`src/rtl/riscv_mem_arbiter.sv`:
```
// riscv_mem_arbiter: shares one memory port between instruction fetch and load/store
//   clk, rst : core clock, synchronous active-high reset
//   if_*     : fetch requester (req/addr in; ack/rdata/err out)
//   d_*      : load/store requester (req/we/addr/wdata/wstrb in; ack/rdata/err out)
//   mem_*    : unified memory port (req/we/addr/wdata/wstrb out; rvalid/rdata in)
//   MEM_ARB_RR_EN defined: round robin on simultaneous requests; undefined: d_req wins
module riscv_mem_arbiter #(
  parameter int ADDR_W = 32,
  parameter int DATA_W = 32
) (
  input  logic              clk,
  input  logic              rst,
  input  logic              if_req,
  input  logic [ADDR_W-1:0] if_addr,
  output logic              if_ack,
  output logic [DATA_W-1:0] if_rdata,
  output logic              if_err,
  input  logic              d_req,
  input  logic              d_we,
  input  logic [ADDR_W-1:0] d_addr,
  input  logic [DATA_W-1:0] d_wdata,
  input  logic [3:0]        d_wstrb,
  output logic              d_ack,
  output logic [DATA_W-1:0] d_rdata,
  output logic              d_err,
  output logic              mem_req,
  output logic              mem_we,
  output logic [ADDR_W-1:0] mem_addr,
  output logic [DATA_W-1:0] mem_wdata,
  output logic [3:0]        mem_wstrb,
  input  logic              mem_rvalid,
  input  logic [DATA_W-1:0] mem_rdata
);
  typedef enum logic [1:0] {IDLE, BUSY, RESP} state_e;
  state_e            state_q, state_d;
  logic              gnt_d_q, gnt_d_d;
  logic              last_d_q, last_d_d;
  logic              err_q, err_d;
  logic              mem_req_q, mem_req_d;
  logic              mem_we_q, mem_we_d;
  logic [ADDR_W-1:0] mem_addr_q, mem_addr_d;
  logic [DATA_W-1:0] mem_wdata_q, mem_wdata_d;
  logic [3:0]        mem_wstrb_q, mem_wstrb_d;
  logic [DATA_W-1:0] if_rdata_q, if_rdata_d;
  logic [DATA_W-1:0] d_rdata_q, d_rdata_d;
  logic [2:0]        d_bytes;
  logic              if_mis, d_mis, sel_d, sel_mis;
  logic [ADDR_W-1:0] sel_addr;
  assign d_bytes = 3'(d_wstrb[0]) + 3'(d_wstrb[1]) + 3'(d_wstrb[2]) + 3'(d_wstrb[3]);
  // a data access is misaligned only when its enabled bytes run past the end of the word
  assign d_mis = ({1'b0, d_addr[1:0]} + d_bytes) > 3'd4;
  assign if_mis = |if_addr[1:0];
`ifdef MEM_ARB_RR_EN
  // last_d_q = 1 means the data port won last time, so fetch gets a contested grant
  assign sel_d = d_req & (~if_req | ~last_d_q);
`else
  assign sel_d = d_req;
`endif
  assign sel_mis = sel_d ? d_mis : if_mis;
  assign sel_addr = sel_d ? d_addr : if_addr;
  always_comb begin
    state_d = state_q;
    gnt_d_d = gnt_d_q;
    last_d_d = last_d_q;
    err_d = err_q;
    mem_req_d = mem_req_q;
    mem_we_d = mem_we_q;
    mem_addr_d = mem_addr_q;
    mem_wdata_d = mem_wdata_q;
    mem_wstrb_d = mem_wstrb_q;
    if_rdata_d = if_rdata_q;
    d_rdata_d = d_rdata_q;
    case (state_q)
      IDLE: if (if_req | d_req) begin
        gnt_d_d = sel_d;
        last_d_d = sel_d;
        err_d = sel_mis;
        mem_req_d = ~sel_mis;
        mem_we_d = sel_d & d_we;
        mem_addr_d = {sel_addr[ADDR_W-1:2], 2'b00};
        mem_wdata_d = sel_d ? d_wdata : '0;
        mem_wstrb_d = (sel_d & d_we) ? d_wstrb : 4'b0;
        state_d = sel_mis ? RESP : BUSY;
      end
      BUSY: if (mem_rvalid) begin
        mem_req_d = 1'b0;
        if_rdata_d = gnt_d_q ? if_rdata_q : mem_rdata;
        d_rdata_d = (gnt_d_q & ~mem_we_q) ? mem_rdata : d_rdata_q;
        state_d = RESP;
      end
      RESP: state_d = IDLE;
      default: state_d = IDLE;
    endcase
  end
  always_ff @(posedge clk) begin
    if (rst) begin
      state_q <= IDLE;
      gnt_d_q <= 1'b0;
      last_d_q <= 1'b0;
      err_q <= 1'b0;
      mem_req_q <= 1'b0;
      mem_we_q <= 1'b0;
      mem_addr_q <= '0;
      mem_wdata_q <= '0;
      mem_wstrb_q <= 4'b0;
      if_rdata_q <= '0;
      d_rdata_q <= '0;
    end else begin
      state_q <= state_d;
      gnt_d_q <= gnt_d_d;
      last_d_q <= last_d_d;
      err_q <= err_d;
      mem_req_q <= mem_req_d;
      mem_we_q <= mem_we_d;
      mem_addr_q <= mem_addr_d;
      mem_wdata_q <= mem_wdata_d;
      mem_wstrb_q <= mem_wstrb_d;
      if_rdata_q <= if_rdata_d;
      d_rdata_q <= d_rdata_d;
    end
  end
  assign if_ack = (state_q == RESP) & ~gnt_d_q;
  assign d_ack = (state_q == RESP) & gnt_d_q;
  assign if_err = if_ack & err_q;
  assign d_err = d_ack & err_q;
  assign if_rdata = if_rdata_q;
  assign d_rdata = d_rdata_q;
  assign mem_req = mem_req_q;
  assign mem_we = mem_we_q;
  assign mem_addr = mem_addr_q;
  assign mem_wdata = mem_wdata_q;
  assign mem_wstrb = mem_wstrb_q;
endmodule
```
`config.mk`:
```
export PLATFORM = sky130hd
export DESIGN_NAME = riscv_mem_arbiter
export DESIGN_NICKNAME = d
export VERILOG_FILES = /design/src/rtl/riscv_mem_arbiter.sv
export SDC_FILE = /design/constraint.sdc
export NUM_CORES = 1
export LEC_CHECK = 0
export BUFFER_PORTS_ARGS = -buffer_cell sky130_fd_sc_hd__buf_4
export CELL_PAD_IN_SITES_DETAIL_PLACEMENT = 1
export CELL_PAD_IN_SITES_GLOBAL_PLACEMENT = 1
export CORE_MARGIN = 2
export CORE_UTILIZATION = 35
export CTS_CLUSTER_DIAMETER = 120
export DETAILED_ROUTE_END_ITERATION = 10
export PLACE_DENSITY_LB_ADDON = 0.1
export REMOVE_ABC_BUFFERS = 1
export SETUP_SLACK_MARGIN = 0.15
export SLEW_MARGIN = 20
export SYNTH_ARGS = -nofsm -noshare
export SYNTH_HDL_FRONTEND = slang
export SYNTH_SLANG_ARGS = --single-unit
```
`constraint.sdc`:
```
create_clock -name clk -period 3.73 [get_ports clk]
set_input_delay 0.5595 -clock clk [delete_from_list [all_inputs] [get_ports clk]]
set_output_delay 0.5595 -clock clk [all_outputs]
set_load 0.02 [all_outputs]
```
==> results of run 1 <==
==> cell type report <==
cell class / instances / area share [%]
Clock buffer: 23 / 5.69
Clock inverter: 9 / 2.07
Inverter: 6 / 0.274
Multi-Input combinational cell: 430 / 30.1
Sequential cell: 136 / 33.1
Tap cell: 188 / 2.86
Timing Repair Buffer: 284 / 25.9
==> cells in the final DEF, fill, tap and decap left out, drive strengths merged, types with 2 or more instances in the layout <==
cell,netlist,final
nor2b,3,3
nor2,4,4
and2,2,2
bufinv,0,5
o22ai,2,2
o21ai,40,40
fa,3,3
nand3,5,5
buf,22,284
clkbuf,36,23
mux2i,62,62
dfxtp,136,136
nand2,164,164
inv,6,6
nor3b,2,2
clkinv,0,4
or2,2,2
a21oi,100,100
a211oi,30,30
conb,1,2
==> through the flow <==
step                utilization, %  cells
finish                        54.1   1076
global route                  54.1   1076
CTS                           54.1   1076
detailed placement            49.9   1044
global placement              49.9   1044
floorplan                        -    572
==> worst paths after layout <==
kind,from,end,cells after the start
max reg2reg,state_q[0],mem_addr[11],5
min,d_wdata[19],mem_wdata[19],3
max,d_addr[0],state_q[1],9
min reg2reg,if_rdata[5],if_rdata[5],2
==> power by group through the flow <==
stage                     Combinational, mW  Sequential, mW  Clock (mW)
final                                 0.820            1.63        1.82
after global routing                  0.893            1.65        1.92
after CTS                             0.830            1.63        1.86
after detailed placement              0.827            1.66           0
after global placement                0.801            1.65           0
after floorplan                       0.269            1.77           0
==> cells by family (layout without fill, tap and decap cells) <==
| logic type | Yosys count | in the layout | share of synthesized area, % |
|---|---|---|---|
| muxes | 62 | 62 | 11.4 |
| buffers and inverters | 64 | 322 | 5.25 |
| DFF | 136 | 136 | 49.9 |
| and+or+nand+nor | 188 | 188 | 14.6 |
| AOI/OAI and AO/OA | 175 | 175 | 17.7 |
| other | 1 | 2 | 0.0687 |
| adders and majority gates | 3 | 3 | 1.10 |
==> layer usage <==
layer / vias up / GRT usage, %
li1: 2631 / -
met1: 2565 / 26.2
met2: 174 / 39.2
met3: 25 / 7.32
met4: 0 / 7.80
met5: - / 0
==> flip-flops by register name (all words and copies together), names as in the netlist, 2 cells and up <==
register and count:
d_rdata 32, if_rdata 32, mem_addr 30, mem_wdata 32
mem_wstrb 4, state_q 2
==> worst max-delay path: stages <==
cell,delay (ns)
buf_4,0.12
fa_1,0.54
inv_1,0.05
fa_1,0.35
inv_1,0.08
fa_1,0.41
nor2b_1,0.17
o22ai_1,0.15
o211a_1,0.24
==> flow_summary_export.csv, run 1 <==
group,metric,value,unit
outcome,status,"finished, final reports clean",
floorplan,row_count,45,
global_routing,grt_usage,22.5,%
sta,fmaxAchievable,423,MHz
cells_and_area,multiInputGateArea,0.00248,sq mm
cells_and_area,nets,1016,
route,vias,5395,
pwr,power_density,519,mW/mm^2
cells_and_area,fill_cells,1764,
sta,tightest_slew,0.923,ns
sta,final_hold_viol_count,0,
route,drtIter0Drc,286,
cts,htreeDepth,4,
setup_path,worstPathRequired,4.03,ns
cts,clkLatencyLatePin,0.41,ns
route,dr.pass1.iters,4,
floorplan,start_util,35.9,%
place,dp_hpwl,13400,um
global_routing,grt_max_degree,55,
cts,cts-root-buf,"clkbuf_16",
sta,slew_violations,0,
setup_path,reg2reg_slack,1.61,ns
pwr,share_comb_of_total_power,19.2,%
cts,cts_setup_buffers,0,
cells_and_area,register_area,0.00272,sq mm
cts,cts_repair_resize_count,0,
cts,tritoncts,"done",
sta,setup_viol,0,
sta,fin_ws,1.36,ns
place,io_buffer_count,273,
global_routing,antenna_found_initial,0,
synthesis,synth_edf_count,0,
global_routing,grt_pass1_vias,5722,
route,totalWireLength,18800,um
pwr,ir_drop,0.321,mV
route,drcViolationCount,0,
route,topRoutingLayerUsed,"met4",
sta,fin_skew,0.00693,ns
floorplan,die_x,129,um
synthesis,synth_top_cell_by_area,"dfxtp_1",
setup_path,crit_arrival,2.67,ns
synthesis,synthTopCellsByArea,"dfxtp_1 50%, mux2i_1 11%, nand2_1 11%, a21oi_1 9.2%, a211oi_1 4.1%",
cells_and_area,area_growth,50.7,%
global_routing,grt_overflow,0,
route,vias_per_cell,5.01,
synthesis,ys.warnings.count,0,
pwr,seq_power_share,38.2,%
synthesis,synth_top_cells_by_count,"164 x nand2_1, 136 x dfxtp_1, 100 x a21oi_1, 62 x mux2i_1, 39 x o21ai_0",
synthesis,syn_area_per_cell,8.68,sq um
floorplan,core_area,0.0152,sq mm
pwr,switchingPower,1.14,mW
sta,min_period_over_period,63.4,%
place,gp_congestion,0.770,
sta,whs,0.399,ns
sta,rsz0062_at_grt,"no",
synthesis,syn_area,0.00546,sq mm
setup_path,path_max_fanout,3,
cts,clockBufferDepth,2,
synthesis,synth-main-ff-cell,"dfxtp_1",
worst_hold_path,hp-class,"in -> reg",
setup_path,path_class,"in -> reg",
synthesis,ys_types,34,
pwr,internal-power,3.13,mW
cells_and_area,diodes,0,
route,wl_met2,9330,um
floorplan,die-height,129,um
synthesis,yosysSeqAreaShare,49.9,%
sta,slew_headroom,38.3,%
route,wl_met3,1360,um
pwr,power_frac_clock,42.6,%
floorplan,dieArea,0.0166,sq mm
global_routing,grt_first_pass_wirelength,29200,um
place,place_area,0.00759,sq mm
synthesis,async_flop_share,0,%
place,pre_cts_ws,0.953,ns
pwr,p_leak,3.79,nW
cts,clk_pin_slew_worst_paths,0.06,ns
pwr,switching_share,26.7,%
route,ant_nets,0,
route,met1Wirelength,7770,um
sta,tns,0,ns
cells_and_area,drive_above_1_share,36.3,%
cells_and_area,final_cell_area,0.00823,sq mm
synthesis,synthCells,629,
cts,cts_buffers,17,
synthesis,synth-seq-cells,136,
cts,clkSinkCount,136,
setup_path,cp-start-kind,"input pin",
pwr,p_total,4.27,mW
setup_path,endpoint_kind,"flop",
synthesis,synth_top_area_share,49.9,%
synthesis,yosysMostFrequentCell,"nand2_1",
floorplan,io_pins,276,
job,max-cap-violations,0,
sta,fin_crit,2.37,ns
cts,postCtsHoldBufs,0,
route,routedWlPerCell,17.4,um
(Power assumes the default switching activity.)
==> run 2: changes to the inputs <==
Settings changed: CORE_UTILIZATION 35 to 29.
Clock period 3.73 ns to 2.11 ns, I/O delays scaled along.
==> run 2 against run 1 <==
Net effect:
- sequential share of layout area fell by 0.25 points
- via count is 0.59% lower
- worst setup slack worse by 1.2 ns
- critical path type unchanged
- critical endpoint unchanged
- largest power group is now registers
==> flow_summary_export.csv, run 2 (same netlist as run 1, synthesis figures left out) <==
group,metric,value,unit
outcome,status,"finished, final reports clean",
pwr,power_density,861,mW/mm^2
route,totalWireLength,18900,um
setup_path,endpoint_kind,"flop",
global_routing,grt_usage,19.1,%
cells_and_area,drive_above_1_share,37.4,%
cells_and_area,area_growth,52.1,%
floorplan,die-height,141,um
cts,cts_setup_buffers,0,
floorplan,dieArea,0.0199,sq mm
global_routing,grt_pass1_vias,5659,
cts,htreeDepth,4,
setup_path,cp-start-kind,"input pin",
cts,clkSinkCount,136,
worst_hold_path,hp-class,"in -> reg",
cts,clkLatencyLatePin,0.41,ns
global_routing,grt_max_degree,78,
pwr,power_frac_clock,38.9,%
place,pre_cts_ws,-0.378,ns
setup_path,path_buf_inv,3,
cts,cts-root-buf,"clkbuf_16",
cells_and_area,diodes,0,
cells_and_area,layout_commonest_cell,"buf_4",
pwr,switchingPower,2.09,mW
sta,fin_crit,1.96,ns
cts,tritoncts,"done",
sta,fin_skew,0.00717,ns
floorplan,die_x,141,um
floorplan,core_area,0.0186,sq mm
cts,cts_buffers,17,
route,vias_per_cell,4.76,
cells_and_area,fill_cells,2165,
sta,fmaxAchievable,510,MHz
floorplan,row_count,50,
floorplan,io_pins,276,
pwr,seq_power_share,40.3,%
pwr,ir_drop,0.632,mV
global_routing,grt_overflow,0,
pwr,share_comb_of_total_power,20.8,%
pwr,switching_share,29.2,%
cells_and_area,nets,1020,
setup_path,path_max_fanout,3,
setup_path,max_stage_delay,0.53,ns
pwr,internal-power,5.06,mW
cts,clk_pin_slew_worst_paths,0.06,ns
route,routedWlPerCell,16.8,um
route,dr.pass1.iters,4,
global_routing,grt_first_pass_wirelength,30100,um
place,dp_hpwl,13600,um
sta,slew_violations,0,
setup_path,path_cells,"buf_4 > fa_1 > inv_1 > fa_2 > inv_2 > fa_1 > nor2b_2 > o22ai_2 > o211a_1",
sta,min_period_over_period,92.9,%
setup_path,critical-path-top-delay-family,"adder cells",
cts,clockBufferDepth,2,
setup_path,worstPathRequired,2.41,ns
sta,rsz0062_at_grt,"yes",
setup_path,crit_arrival,2.26,ns
setup_path,crit_slowest_cell,"fa_1",
cts,postCtsHoldBufs,0,
route,drtIter0Drc,127,
sta,tns,0,ns
place,io_buffer_count,273,
place,gp_congestion,0.767,
sta,fin_ws,0.149,ns
cells_and_area,final-instance-count-excl-fill,1126,
sta,setup_viol,0,
setup_path,crit_top_cell,"fa_1",
route,drcViolationCount,0,
setup_path,path_class,"in -> reg",
cells_and_area,mostFrequentLayoutCells,"283 x buf_4, 164 x nand2_1, 134 x dfxtp_1, 100 x a21oi_1, 62 x mux2i_1",
pwr,p_leak,3.79,nW
floorplan,start_util,29.4,%
route,ant_nets,0,
route,vias,5363,
global_routing,antenna_found_initial,0,
job,max-cap-violations,0,
place,post-place-cells,1094,
sta,final_hold_viol_count,0,
run 2: power by group through the flow:
stage	clock network [mW]	registers, mW	logic [mW]
floorplan	0	3.13	0.475
global placement	0	2.92	1.46
detailed placement	0	2.93	1.49
CTS	2.86	2.88	1.50
global route	3.00	2.91	1.62
finish	2.78	2.88	1.48
run 2: area by class of cell:
cell class / count / area [sq um] / area share [%]
clock buffers: 20 / 447 / 5.38
clock inverters: 12 / 104 / 1.25
inverters: 6 / 22.5 / 0.271
multi-input cells: 430 / 2480 / 29.9
flip-flops and latches: 136 / 2730 / 32.8
well taps: 234 / 293 / 3.53
repair buffers: 288 / 2220 / 26.8
run 2: per-stage QoR:
step | power (mW) | util (%) | area (sq um) | hold WS [ns]
2_1_floorplan | 3.61 | - | 5200 | 0.386
3_3_place_gp | 4.39 | 41.6 | 7740 | 0.442
3_5_place_dp | 4.43 | 41.6 | 7740 | 0.447
4_1_cts | 7.25 | 44.7 | 8300 | 0.140
5_1_grt | 7.52 | 44.7 | 8300 | 0.137
6_report | 7.14 | 44.7 | 8300 | 0.159
run 2: routing by layer:
layer / wire, um / GRT usage [%]
met1: 8070 / 22.8
met2: 9050 / 32.3
met3: 1570 / 7.40
met4: 231 / 4.84
met5: 0 / 0
run 2: timing repair:
action | CTS | global route
gates resized for setup | 4 | 2
setup endpoints to repair | 3 | 4
pin swaps | 2 | 1
cloned | 0 | 0
endpoints found under the hold margin | 0 | 0
run 2: final timing paths:
path	cells past startpoint	to	startpoint	slack [ns]
max	9	state_q[1]	d_addr[0]	0.15
min	3	mem_wdata[0]	d_wdata[0]	0.16
max reg2reg	4	if_rdata[16]	state_q[0]	0.61
min reg2reg	2	if_rdata[31]	if_rdata[31]	0.45
run 2: worst reg2reg max path: cells and delay by family, from the launching register on:
family	cells	cell delay, ns
simple gates	2	0.44
compound gates	1	0.14
flops	1	0.46
buf+inv	1	0.41
==> run 3: changes to the inputs <==
Settings changed: CORE_ASPECT_RATIO set to 0.9.
==> run 3 against run 2 <==
Net effect:
- non-clock buffer count up 2
- sequential share of layout area fell by 0.43 points
- via count increased by 1.5%
- clock skew rose by 0.0065 ns
- routed wire length is 0.92% higher
- sequential power is essentially flat
- critical path type unchanged
- highest routed layer unchanged
- largest cell class unchanged
- clock power is 15% higher
==> flow_summary_export.csv, run 3 (same netlist as run 1, synthesis figures left out) <==
group,metric,value,unit
route,routedWlPerCell,16.8,um
global_routing,grt_pass1_vias,5685,
place,place_area,0.00775,sq mm
floorplan,die_x,149,um
floorplan,die-height,134,um
cts,cts_setup_buffers,0,
place,io_buffer_count,273,
cts,cts-root-buf,"clkbuf_16",
sta,slew_violations,0,
route,drcViolationCount,0,
floorplan,io_pins,276,
route,dr.pass1.iters,4,
setup_path,crit_slowest_cell,"fa_1",
cts,postCtsHoldBufs,0,
worst_hold_path,hold_depth,3,
cts,clockBufferDepth,2,
setup_path,reg2reg_depth,4,
sta,whs,0.142,ns
cells_and_area,fill_cells,2145,
global_routing,grt_first_pass_wirelength,29900,um
place,dp_hpwl,13700,um
cts,tritoncts,"done",
cells_and_area,nets,1022,
route,ant_nets,0,
setup_path,max_stage_delay,0.56,ns
cells_and_area,final_cell_area,0.00841,sq mm
setup_path,worstPathRequired,2.42,ns
sta,slew_headroom,60.5,%
sta,final_hold_viol_count,0,
pwr,ir_drop,0.543,mV
floorplan,dieArea,0.0199,sq mm
setup_path,path_max_fanout,3,
pwr,p_leak,3.84,nW
sta,rsz0062_at_grt,"yes",
sta,tns,0,ns
sta,fin_skew,0.0137,ns
sta,fmaxAchievable,511,MHz
sta,min_period_over_period,92.8,%
cts,clkLatencyLatePin,0.42,ns
outcome,status,"finished, final reports clean",
cells_and_area,layout_commonest_cell,"buf_4",
cells_and_area,fin_util,45.7,%
sta,setup_viol,0,
route,vias,5441,
cells_and_area,area_growth,54.0,%
floorplan,row_count,47,
setup_path,cp-start-kind,"input pin",
cells_and_area,drive_above_1_share,37.9,%
cts,htreeDepth,4,
cells_and_area,mostFrequentLayoutCells,"283 x buf_4, 164 x nand2_1, 134 x dfxtp_1, 100 x a21oi_1, 62 x mux2i_1",
cts,cts_buffers,17,
setup_path,crit_arrival,2.27,ns
sta,tightest_slew,0.593,ns
cells_and_area,diodes,0,
worst_hold_path,hp-class,"in -> reg",
global_routing,grt_max_degree,65,
setup_path,path_class,"in -> reg",
route,vias_per_cell,4.79,
sta,fin_crit,1.96,ns
pwr,p_total,7.58,mW
cts,clkSinkCount,136,
route,drtIter0Drc,174,
pwr,power_density,902,mW/mm^2
setup_path,endpoint_kind,"flop",
global_routing,grt_usage,19.2,%
cts,clk_pin_slew_worst_paths,0.06,ns
global_routing,antenna_found_initial,0,
floorplan,start_util,29.7,%
route,totalWireLength,19100,um
job,max-cap-violations,0,
setup_path,path_cells,"buf_6 > fa_1 > inv_2 > fa_2 > inv_2 > fa_1 > nor2b_2 > o22ai_2 > o211a_1",
floorplan,core_area,0.0184,sq mm
global_routing,grt_overflow,0,
place,gp_congestion,0.784,
[run 3: cell types whose count changed in the layout (fill, tap and decap cells not counted), sizes merged]
cell / change
clkinvlp: -2
clkbuf: -1
buf: +2
clkinv: -3
inv: +1
bufinv: +3
[run 3: timing repair]
item / CTS / global route
endpoints found under the hold margin: 0 / 0
endpoints found under the setup margin: 3 / 3
pin swaps: 5 / 5
gates resized for setup: 9 / 3
[run 3: worst paths after layout]
path,endpoint,start,slack [ns]
max reg2reg,if_rdata[1],state_q[0],0.55
min,mem_wdata[31],d_wdata[31],0.14
min reg2reg,if_rdata[12],if_rdata[12],0.45
max,state_q[1],d_addr[0],0.15
[run 3: layer usage]
metal	global-route usage (%)	wire length, um	vias up
met3	8.61	1710	15
met5	0	0	-
li1	-	-	2643
met2	32.2	9230	184
met4	5.08	210	0
met1	22.5	7960	2599
[run 3: through the flow]
stage | setup slack [ns] | std cells
global route | 0.117 | 1137
floorplan | -1.10 | 572
CTS | 0.150 | 1137
global placement | -0.400 | 1107
finish | 0.153 | 1137
detailed placement | -0.380 | 1107
[run 3: final cells by class]
cell class,instances,area [sq um],share of cell area [%]
Clock inverter,11,173,2.05
Clock buffer,19,453,5.39
Tap cell,245,307,3.65
Timing Repair Buffer,290,2240,26.7
Sequential cell,136,2730,32.4
Inverter,6,22.5,0.268
Multi-Input combinational cell,430,2490,29.6
[run 3: critical path: cells and delay by family]
kind                     cells  cell delay [ns]
AO/OA/AOI/OAI                2             0.32
buffers and inverters        3             0.20
adder cells (fa/ha/maj)      3             1.29
AND/OR/NAND/NOR              1             0.15
[run 3: report_power, final]
group | leakage [nW] | internal, mW | total (mW) | switching (mW)
clock | 0.305 | 2.03 | 3.20 | 1.17
sequential | 1.11 | 2.76 | 2.88 | 0.120
combinational | 2.42 | 0.665 | 1.50 | 0.837
